**src/rtl/dmem_access_unit.sv**
```systemverilog
// Multi-cycle load/store initiator for a word-organised data memory.
// Sub-word stores are done as read-modify-write; all DMEM outputs come straight from flops.
module dmem_access_unit #(
  parameter int unsigned ADDR_WIDTH = 10
) (
  input  logic        clk,
  input  logic        rst_n,
  input  logic        req_valid,
  output logic        req_ready,
  input  logic        req_store,
  input  logic [1:0]  req_size,
  input  logic        req_unsigned,
  input  logic [31:0] req_addr,
  input  logic [31:0] req_wdata,
  output logic        resp_valid,
  output logic        resp_err,
  output logic [31:0] resp_rdata,
  output logic [31:0] DMEM_address,
  output logic [31:0] DMEM_data_in,
  output logic        DMEM_mem_write,
  output logic        DMEM_mem_read,
  input  logic [31:0] DMEM_data_out
);

  typedef enum logic [2:0] {
    StIdle,
    StLoad,
    StStore,
    StRmwRd,
    StRmwWr,
    StResp,
    StErr
  } state_e;

  state_e      state_q, state_d;
  logic [1:0]  off_q, off_d;
  logic [1:0]  size_q, size_d;
  logic        uns_q, uns_d;
  logic [31:0] wdata_q, wdata_d;
  logic [31:0] addr_q, addr_d;
  logic [31:0] data_in_q, data_in_d;
  logic [31:0] rdata_q, rdata_d;
  logic        rd_q, rd_d;
  logic        wr_q, wr_d;

  logic        misaligned;
  logic [7:0]  lane_b;
  logic [15:0] lane_h;
  logic [31:0] load_ext;
  logic [31:0] merged;
  logic        unused_addr;

  // Address bits above the implemented depth wrap silently.
  assign unused_addr = ^req_addr[31:ADDR_WIDTH+2];

  always_comb begin
    misaligned = 1'b0;
    case (req_size)
      2'b00:   misaligned = 1'b0;
      2'b01:   misaligned = req_addr[0];
      2'b10:   misaligned = |req_addr[1:0];
      default: misaligned = 1'b1;
    endcase
  end

  always_comb begin
    lane_b   = DMEM_data_out[{off_q, 3'b000} +: 8];
    lane_h   = off_q[1] ? DMEM_data_out[31:16] : DMEM_data_out[15:0];
    load_ext = DMEM_data_out;
    case (size_q)
      2'b00:   load_ext = uns_q ? {24'h0, lane_b} : {{24{lane_b[7]}}, lane_b};
      2'b01:   load_ext = uns_q ? {16'h0, lane_h} : {{16{lane_h[15]}}, lane_h};
      default: load_ext = DMEM_data_out;
    endcase
  end

  // Replace only the target lanes of the old word.
  always_comb begin
    merged = DMEM_data_out;
    if (size_q == 2'b00) begin
      merged[{off_q, 3'b000} +: 8] = wdata_q[7:0];
    end else begin
      merged[{off_q[1], 4'b0000} +: 16] = wdata_q[15:0];
    end
  end

  always_comb begin
    state_d   = state_q;
    off_d     = off_q;
    size_d    = size_q;
    uns_d     = uns_q;
    wdata_d   = wdata_q;
    addr_d    = addr_q;
    data_in_d = data_in_q;
    rdata_d   = rdata_q;
    rd_d      = rd_q;
    wr_d      = wr_q;
    case (state_q)
      StIdle: begin
        if (req_valid) begin
          off_d   = req_addr[1:0];
          size_d  = req_size;
          uns_d   = req_unsigned;
          wdata_d = req_wdata;
          addr_d  = {{(32 - ADDR_WIDTH){1'b0}}, req_addr[ADDR_WIDTH+1:2]};
          rdata_d = 32'h0;
          if (misaligned) begin
            state_d = StErr;
          end else if (!req_store) begin
            state_d = StLoad;
            rd_d    = 1'b1;
          end else if (req_size == 2'b10) begin
            state_d   = StStore;
            wr_d      = 1'b1;
            data_in_d = req_wdata;
          end else begin
            state_d = StRmwRd;
            rd_d    = 1'b1;
          end
        end
      end
      StLoad: begin
        rd_d    = 1'b0;
        rdata_d = load_ext;
        state_d = StResp;
      end
      StStore: begin
        wr_d    = 1'b0;
        state_d = StResp;
      end
      StRmwRd: begin
        rd_d      = 1'b0;
        wr_d      = 1'b1;
        data_in_d = merged;
        state_d   = StRmwWr;
      end
      StRmwWr: begin
        wr_d    = 1'b0;
        state_d = StResp;
      end
      StResp: begin
        rdata_d = 32'h0;
        state_d = StIdle;
      end
      StErr: begin
        state_d = StIdle;
      end
      default: begin
        rd_d    = 1'b0;
        wr_d    = 1'b0;
        state_d = StIdle;
      end
    endcase
  end

  always_ff @(posedge clk or negedge rst_n) begin
    if (!rst_n) begin
      state_q   <= StIdle;
      off_q     <= 2'b00;
      size_q    <= 2'b00;
      uns_q     <= 1'b0;
      wdata_q   <= 32'h0;
      addr_q    <= 32'h0;
      data_in_q <= 32'h0;
      rdata_q   <= 32'h0;
      rd_q      <= 1'b0;
      wr_q      <= 1'b0;
    end else begin
      state_q   <= state_d;
      off_q     <= off_d;
      size_q    <= size_d;
      uns_q     <= uns_d;
      wdata_q   <= wdata_d;
      addr_q    <= addr_d;
      data_in_q <= data_in_d;
      rdata_q   <= rdata_d;
      rd_q      <= rd_d;
      wr_q      <= wr_d;
    end
  end

  assign req_ready      = (state_q == StIdle);
  assign resp_valid     = (state_q == StResp) || (state_q == StErr);
  assign resp_err       = (state_q == StErr);
  assign resp_rdata     = rdata_q;
  assign DMEM_address   = addr_q;
  assign DMEM_data_in   = data_in_q;
  assign DMEM_mem_read  = rd_q;
  assign DMEM_mem_write = wr_q;

endmodule
```
**config.mk**
```make
export PLATFORM = sky130hd
export DESIGN_NAME = dmem_access_unit
export DESIGN_NICKNAME = d
export VERILOG_FILES = /design/src/rtl/dmem_access_unit.sv
export SDC_FILE = /design/constraint.sdc
export NUM_CORES = 1
export LEC_CHECK = 0
export CAP_MARGIN = 5
export CELL_PAD_IN_SITES_DETAIL_PLACEMENT = 1
export CELL_PAD_IN_SITES_GLOBAL_PLACEMENT = 1
export CORE_UTILIZATION = 38
export CTS_BUF_LIST = sky130_fd_sc_hd__clkbuf_4
export CTS_CLUSTER_DIAMETER = 150
export DETAILED_ROUTE_END_ITERATION = 12
export GPL_TIMING_DRIVEN = 0
export PLACE_DENSITY_LB_ADDON = 0.1
export SKIP_CTS_REPAIR_TIMING = 1
export SYNTH_ARGS = -nofsm -noshare
export SYNTH_HDL_FRONTEND = slang
export SYNTH_SLANG_ARGS = --single-unit
```
**constraint.sdc**
```tcl
create_clock -name clk -period 7.7 [get_ports clk]
set_clock_uncertainty 0.15 [all_clocks]
set_input_delay 1.54 -clock clk [delete_from_list [all_inputs] [get_ports clk]]
set_output_delay 1.54 -clock clk [all_outputs]
set_load 0.1 [all_outputs]
```
# Word-level counts from Yosys, hierarchy flattened
# Index checks and enable logic that the tools add are counted.
[classes] eq_ne=14 n_shift=5 n_reduce_logical=15 bitwise=2 n_mux=30 n_addsub=2
[ops] cell="two-way mux 32 bit" count=8
[ops] cell="case mux 32 bit (2 select lines)" count=2
[ops] cell="case mux 32 bit (3 select lines)" count=1
[ops] cell="bitwise mux 32 bit" count=2
[ops] cell="variable shift 16 x 7 -> 32 bit, first input constant" count=1
[ops] cell="variable shift 8 x 7 -> 32 bit, first input constant" count=1
[ops] cell="variable part select 16 x 7 -> 32 bit" count=1
[ops] cell="variable part select 32 x 6 -> 8 bit" count=1
[ops] cell="variable part select 8 x 7 -> 32 bit" count=1
[ops] cell="two-way mux 16 bit" count=1
[ops] cell="negation 5 -> 7 bit" count=2
[ops] cell="AND reduction 5 bit" count=2
[ops] cell="== test 3 bit, second input constant" count=3
[ops] cell="two-way mux 1 bit" count=9
[ops] cell="case mux 3 bit (3 select lines)" count=1
[ops] cell="== test 3 x 2 -> 1 bit, second input constant" count=2
[ops] cell="two-way mux 3 bit" count=2
[ops] cell="case mux 1 bit (3 select lines)" count=2
[ops] cell="OR reduction 3 bit" count=2
[ops] cell="== test 2 x 1 -> 1 bit, second input constant" count=2
[ops] cell="logical NOT 2 bit" count=2
[ops] cell="!= test 2 x 1 -> 1 bit, second input constant" count=2
[ops] cell="!= test 2 bit, second input constant" count=2
[ops] cell="AND reduction 2 bit" count=2
[ops] cell="other kinds (13)" count=14
[word_totals] ff_bits=100 word_cells=78 out_inout_bits=101 inputBits=103

# Longest topological paths before layout
# Gate-level depths: netlist (run 1).
[logic_depth] depth_word=6 ltp_mapped=9 depth_no_buf=6

# Worst setup path before layout (run 1)
# OpenSTA, ideal clock, no wires.
[synth_timing] kind="flip-flop to output port" startpoint="reg state_q[2]" endpoint="out req_ready" required_ns=6.010 arrival_ns=1.767 n_path_buf=2 path_slack_ns=4.243 stages_incl_launch_ff=4 path_cell_list="dfrtp_1 clkbuf_1 nor3_2 clkbuf_1"
[synth_via] elab_chain_cells=1
[synth_rtl] item="start, declared" line_no="35" source="state_e state_q, state_d;"
[synth_rtl] item="start signal, assigned" line_no="158" source="state_q <= StIdle;"
[synth_rtl] item="start signal, assigned" line_no="169" source="state_q <= state_d;"
[synth_rtl] item="logical NOT 3 bit" line_no="182" source="assign req_ready = (state_q == StIdle);"
[synth_rtl] item="end, declared" line_no="9" source="output logic req_ready,"
# Every way passes these cells.

# Worst setup path after layout (run 1)
# Ends and elaborated chain as after synthesis.

==> results.yml, run 1 <==
placement:
  placed_cells: 895
  io_buffers: 161
  hpwl_um: 15900
  gp_congestion: 0.914
  place_ws_ns: 3.47
  place_area_mm2: 0.00762
logic_synthesis:
  syn_area_mm2: 0.00567
  syn_area_per_cell_um2: 10.7
  yosys.area.top_type_share_pct: 44.1
  yosys-top-cells-area: "dfrtp_1 44%, a221o_1 8.3%, mux2_2 7.5%"
  ys_types: 54
  synth_edf_count: 0
  synth_top_area_cell: "dfrtp_1"
  synth_flop_cell: "dfrtp_1"
  ys_ff_latch: 100
  async_flop_share_pct: 100
  ys_warn_count: 0
  ys_seq_area_share_pct: 44.1
  synthCells: 528
sta:
  timing.fmax_mhz: 208
  setup-tns-final_ns: 0
  fin_crit_sh_pct: 62.5
  rsz0062_at_grt: "false"
  setup_viol: 0
  worstMarginPinSlew_ns: 1.12
  fin_crit_ns: 4.81
  worst_slack_ns: 2.89
  maxSlewViolCount: 0
  hold_viol: 0
  slew_headroom_pct: 25.2
clock_tree:
  cts_tree: "yes"
  cts_made_buffers: 9
  cts_root_buf: "clkbuf_4"
  clk_latency_ns: 0.50
  cts.sinks: 100
  htreeDepth: 3
  cts.path.max_buffers: 2
  clk_pin_slew_ns: 0.15
routing:
  postRouteAntennaNets: 0
  routed_wl_um: 20900
  routedWlPerCell_um: 22.9
  drtPass1Iterations: 6
  drc: 0
  drt_iter0_markers: 512
  vias: 5335
  vias_per_cell: 5.86
layout:
  fin_nets: 830
  syn2layout_area_growth_pct: 37.0
  multiInputGateArea_mm2: 0.00285
  nFillCells: 1622
  antenna_cells: 0
  fin_cells: 911
  postLayoutCellArea_mm2: 0.00777
  seq_area_mm2: 0.00250
  drive_gt1_share_pct: 14.9
grt:
  grt_usage_pct: 27.8
  grt_max_degree: 58
  grt_pass1_vias: 5340
  grt_pass1_wl_um: 31500
  gr-total-overflow: 0
  antenna_found_initial: 0
critical_path:
  crit_required_ns: 6.01
  worst-setup-path-type: "reg2out"
  arrival_ns: 3.12
  end_kind: "output pin"
  startpoint_type: "flop"
  path_max_fanout: 10
floorplanning:
  dieArea_mm2: 0.0154
  die_h_um: 124
  rows: 44
  io_pins: 204
  core_mm2: 0.0145
  die_x_um: 124
  start_util_pct: 39.0
run_status:
  run_status: "completed"
worst_hold_path:
  hold_class: "reg2reg"
run:
  max_cap_viol_count: 0
==> routing by layer <==
layer | wire, um | global-route usage [%] | vias to the layer above | share of wire (%)
met5 | 0 | 0 | - | 0
met4 | 684 | 12.0 | 0 | 3.3
met3 | 1650 | 3.85 | 39 | 7.9
met2 | 9490 | 42.4 | 255 | 45
met1 | 9050 | 39.3 | 2657 | 43
li1 | - | - | 2384 | -
==> path summary, 6_finish.rpt <==
kind | cells after the start | end | slack (ns) | startpoint
min in group asynchronous | 1 | DMEM_data_in[27] | 0.86 | rst_n
min reg2reg | 1 | resp_rdata[12] | 0.36 | resp_rdata[12]
min | 1 | resp_rdata[12] | 0.36 | resp_rdata[12]
max reg2reg | 8 | DMEM_data_in[25] | 4.58 | off_q[1]
max | 4 | req_ready | 2.89 | state_q[2]
max in group asynchronous | 2 | resp_rdata[1] | 5.83 | rst_n
==> cells by family (layout without fill, tap and decap cells) <==
logic type,count (synthesis),count (layout),synth area share [%]
buffers and inverters,76,254,7.12
adders and majority gates,5,5,1.10
and+or+nand+nor,106,106,10.8
other,1,22,0.0661
muxes,66,66,12.5
DFF,100,100,44.1
xor gates and xnor gates,1,1,0.154
AOI/OAI and AO/OA,173,173,24.1
==> final cells by class <==
cell class	count	share of cell area (%)
plain buffers	69	4.86
clock buffers	10	0.966
clock inverters	6	1.01
multi-input cells	373	36.6
well taps	184	2.96
flip-flops and latches	100	32.2
inverters	7	0.338
repair buffers	162	21.1
==> sequential cells by signal, indices dropped and copies added, names as in the netlist <==
| signal | count |
|---|---|
| DMEM_address | 10 |
| DMEM_data_in | 32 |
| DMEM_mem_read | 1 |
| DMEM_mem_write | 1 |
| off_q | 2 |
| resp_rdata | 32 |
| size_q | 2 |
| state_q | 3 |
| uns_q | 1 |
| wdata_q | 16 |
==> per-stage QoR <==
step	util [%]	hold slack, ns
2_1_floorplan	-	0.345
3_3_place_gp	52.3	0.331
3_5_place_dp	52.4	0.330
4_1_cts	53.5	0.364
5_1_grt	53.5	0.380
6_report	53.5	0.360
==> placed cells by master, fill, tap and decap left out, drive strengths merged, types with 3 or more instances in the layout <==
cell	n
clkdlybuf4s50	160
dfrtp	100
a221o	57
buf	45
mux2	38
clkbuf	36
a21oi	35
o21ai	28
mux2i	28
conb	22
nand2	21
and3	18
and2	12
nor2b	11
nand2b	10
nand4	9
nor2	8
a211oi	8
a32o	8
a221oi	7
o31ai	7
inv	6
a22o	5
ha	5
a222oi	4
clkinv	4
a22oi	3
nor3	3
==> worst max-delay path: stages (launching register included) <==
cell and delay, ns:
dfrtp_1 0.40, clkbuf_1 0.21, nor3_2 0.29, clkbuf_1 0.48, clkdlybuf4s50_1 1.24
==> synthesized netlist by cell type, drive strengths merged, types with 2 or more instances <==
cell	count
and4	2
nor2	8
o21ai	28
a222oi	4
nand4	9
o31ai	7
nand3	2
buf	43
nand2	21
dfrtp	100
nand2b	10
mux2	38
mux2i	28
a22o	5
inv	6
ha	5
a211oi	8
a21oi	35
a221oi	7
and2	12
nor3b	2
a221o	57
nor2b	11
a32o	8
nor3	3
a21o	2
clkbuf	26
a22oi	3
and3	18
o21a	2
or2	2
Power of run 1 is left out: the tool's default activity adds up to more than one toggle a clock period on the data nets, which glitch-free logic cannot reach.
==> run 2, diff against run 1 <==
CORE_UTILIZATION = 32   (was 38)
clock period = 4.35 ns   (was 7.7 ns; I/O delays follow)
==> results.yml, run 2 (synthesis results as in run 1) <==
grt:
  grt_max_degree: 61
  gr-total-overflow: 0
  grt_pass1_wl_um: 32100
  antenna_found_initial: 1
  grt_usage_pct: 23.6
  grt_pass1_vias: 5344
clock_tree:
  cts_made_buffers: 9
  clk_pin_slew_ns: 0.17
  cts.path.max_buffers: 2
  clk_latency_ns: 0.50
  cts_tree: "yes"
  htreeDepth: 3
  cts_root_buf: "clkbuf_4"
  cts.sinks: 100
sta:
  fin_crit_ns: 4.13
  timing.fmax_mhz: 242
  fin_crit_sh_pct: 95.1
  hold_viol: 0
  rsz0062_at_grt: "false"
  setup_viol: 0
  worst_slack_ns: 0.215
  maxSlewViolCount: 0
  whs_ns: 0.186
  slew_headroom_pct: 30.4
  worstMarginPinSlew_ns: 1.04
layout:
  drive_gt1_share_pct: 15.1
  layout_commonest_cell: "clkdlybuf4s50_1"
  final_cell_mix: "160 x clkdlybuf4s50_1, 100 x dfrtp_1, 47 x a221o_1, 38 x mux2_2, 35 x a21oi_1"
  fin_nets: 830
  seq_area_mm2: 0.00250
  syn2layout_area_growth_pct: 37.7
  nFillCells: 1936
  postLayoutCellArea_mm2: 0.00782
  multiInputGateArea_mm2: 0.00285
floorplanning:
  start_util_pct: 32.8
  rows: 48
  dieArea_mm2: 0.0183
  core_mm2: 0.0173
  die_x_um: 135
  io_pins: 204
  die_h_um: 135
routing:
  drc: 0
  vias: 5286
  routedWlPerCell_um: 22.5
  vias_per_cell: 5.55
  drtPass1Iterations: 5
  routed_wl_um: 21400
  postRouteAntennaNets: 0
  drt_iter0_markers: 280
run:
  max_cap_viol_count: 0
critical_path:
  crit_required_ns: 3.33
  startpoint_type: "flop"
  worst-setup-path-type: "reg2out"
  end_kind: "output pin"
  arrival_ns: 3.11
  path_max_fanout: 10
run_status:
  run_status: "completed"
placement:
  gp_congestion: 0.890
  place_area_mm2: 0.00767
  place_ws_ns: 0.792
  hpwl_um: 16400
  io_buffers: 161
worst_hold_path:
  hold_class: "in2async"
## run 2: changes by cell type in the layout (fill, tap and decap cells not counted), sizes merged
cell	before	now
clkbuf	36	35
inv	6	8
diode	0	1
bufinv	2	1
clkinvlp	1	0
clkinv	4	5
## run 2: worst paths after layout
check | start | endpoint | slack, ns | cells after the start
max in group asynchronous | rst_n | wdata_q[14] | 3.15 | 2
worst min-delay path | rst_n | DMEM_data_in[25] | 0.19 | 1
worst max-delay path | state_q[2] | req_ready | 0.22 | 4
worst min register to register | resp_rdata[12] | resp_rdata[12] | 0.37 | 1
min in group clk | resp_rdata[12] | resp_rdata[12] | 0.37 | 1
worst max register to register | off_q[1] | DMEM_data_in[24] | 1.17 | 8
## run 2: layer usage
metal  global-route usage (%)  part of all wire, %  vias up
li1                         -                    -     2388
met1                     32.5                   44     2629
met2                     37.3                   46      236
met3                     3.67                  7.2       33
met4                     9.18                  2.6        0
met5                        0                    0        -
## run 2: metrics by stage
| stage | setup TNS (ns) | util [%] | std cells |
|---|---|---|---|
| CTS | 0 | 45.2 | 952 |
| detailed placement | 0 | 44.4 | 936 |
| global placement | -173.33 | 44.2 | 935 |
| global route | 0 | 45.2 | 953 |
| floorplan | 0 | - | 549 |
| finish | 0 | 45.2 | 953 |
## run 2: area by class of cell
cell class	count	area share (%)
diodes	1	0.0320
plain buffers	69	4.84
clock buffers	9	0.865
clock inverters	7	0.945
inverters	7	0.336
multi-input cells	373	36.4
flip-flops and latches	100	32.0
well taps	225	3.60
repair buffers	162	20.9
## run 2: critical path, stage by stage, from the launching register on
cell and delay (ns):
dfrtp_1 0.41, clkbuf_1 0.22, nor3_2 0.29, clkbuf_1 0.47, clkdlybuf4s50_1 1.24
Power of run 2 is left out for the same reason.
==> run 3, diff against run 2 <==
CORE_ASPECT_RATIO = 2   (was unset)
==> results.yml, run 3 (synthesis results as in run 1) <==
sta:
  hold_viol: 0
  rsz0062_at_grt: "false"
  worst_slack_ns: 0.201
  timing.fmax_mhz: 241
  fin_crit_sh_pct: 95.4
  worstMarginPinSlew_ns: 1.14
  fin_crit_ns: 4.15
  slew_headroom_pct: 23.4
  maxSlewViolCount: 0
  setup_viol: 0
clock_tree:
  cts_root_buf: "clkbuf_4"
  htreeDepth: 3
  cts.sinks: 100
  clk_pin_slew_ns: 0.16
  cts_tree: "yes"
  cts.path.max_buffers: 2
  clk_latency_ns: 0.49
  cts_made_buffers: 9
routing:
  routed_wl_um: 23200
  routedWlPerCell_um: 24.8
  postRouteAntennaNets: 0
  vias: 5279
  drtPass1Iterations: 4
  drt_iter0_markers: 218
  vias_per_cell: 5.63
  drc: 0
critical_path:
  arrival_ns: 3.13
  crit_slowest_cell: "clkdlybuf4s50_1"
  worst-setup-path-type: "reg2out"
  path_max_fanout: 10
  max_stage_delay_ns: 1.24
  crit_chain: "clkbuf_1, nor3_2, clkbuf_1, clkdlybuf4s50_1"
  crit_family: "buffers and inverters"
  path_buf_inv: 3
  critical_path.most_common_cell: "clkbuf_1"
  crit_required_ns: 3.33
  startpoint_type: "flop"
  end_kind: "output pin"
layout:
  layout_commonest_cell: "clkdlybuf4s50_1"
  syn2layout_area_growth_pct: 38.5
  drive_gt1_share_pct: 15.1
  nFillCells: 1948
  fin_nets: 830
  final_cell_mix: "160 x clkdlybuf4s50_1, 100 x dfrtp_1, 47 x a221o_1, 38 x mux2_2, 35 x a21oi_1"
worst_hold_path:
  hold_class: "in2async"
grt:
  grt_usage_pct: 26.4
  grt_max_degree: 56
  antenna_found_initial: 1
  grt_pass1_wl_um: 34800
  gr-total-overflow: 0
  grt_pass1_vias: 5837
run:
  max_cap_viol_count: 0
floorplanning:
  dieArea_mm2: 0.0183
  die_h_um: 190
  io_pins: 204
  start_util_pct: 32.9
  rows: 68
  die_x_um: 96.2
  core_mm2: 0.0173
placement:
  place_ws_ns: 0.799
  io_buffers: 161
  hpwl_um: 18400
  gp_congestion: 0.882
run_status:
  run_status: "completed"
run 3: layout make-up:
cell class	instances	area (um2)	share of cell area, %
inverters	7	26.3	0.334
diodes	1	2.50	0.0318
clock inverters	7	139	1.77
clock buffers	9	67.6	0.859
repair buffers	162	1640	20.8
multi-input cells	373	2850	36.2
well taps	210	263	3.34
flip-flops and latches	100	2500	31.8
plain buffers	69	378	4.81
run 3: path summary, 6_finish.rpt:
kind | slack [ns] | startpoint | end | cells past startpoint
worst max-delay path | 0.20 | state_q[2] | req_ready | 4
worst min-delay path | 0.22 | rst_n | DMEM_address[3] | 1
worst max register to register | 1.20 | off_q[1] | DMEM_data_in[24] | 8
worst min register to register | 0.37 | resp_rdata[13] | resp_rdata[13] | 1
max in group asynchronous | 3.09 | rst_n | DMEM_data_in[3] | 2
min in group clk | 0.37 | resp_rdata[13] | resp_rdata[13] | 1
run 3: routing by layer:
layer  up-vias  share of wire (%)  GRT usage [%]
met2       191                 54           47.4
met5         -                  0              0
met4         0                6.8           17.3
met3        57                4.2           3.75
li1       2371                  -              -
met1      2660                 35           27.7
run 3: stage by stage:
stage	utilization [%]	setup TNS [ns]	cells	hold slack (ns)	area, um2
3_3_place_gp	44.2	-165.06	920	0.329	7630
2_1_floorplan	-	0	549	0.345	5750
3_5_place_dp	44.3	0	921	0.329	7650
6_report	45.5	0	938	0.222	7860
4_1_cts	45.5	0	937	0.222	7860
5_1_grt	45.5	0	938	0.222	7860
Power of run 3 is left out for the same reason.
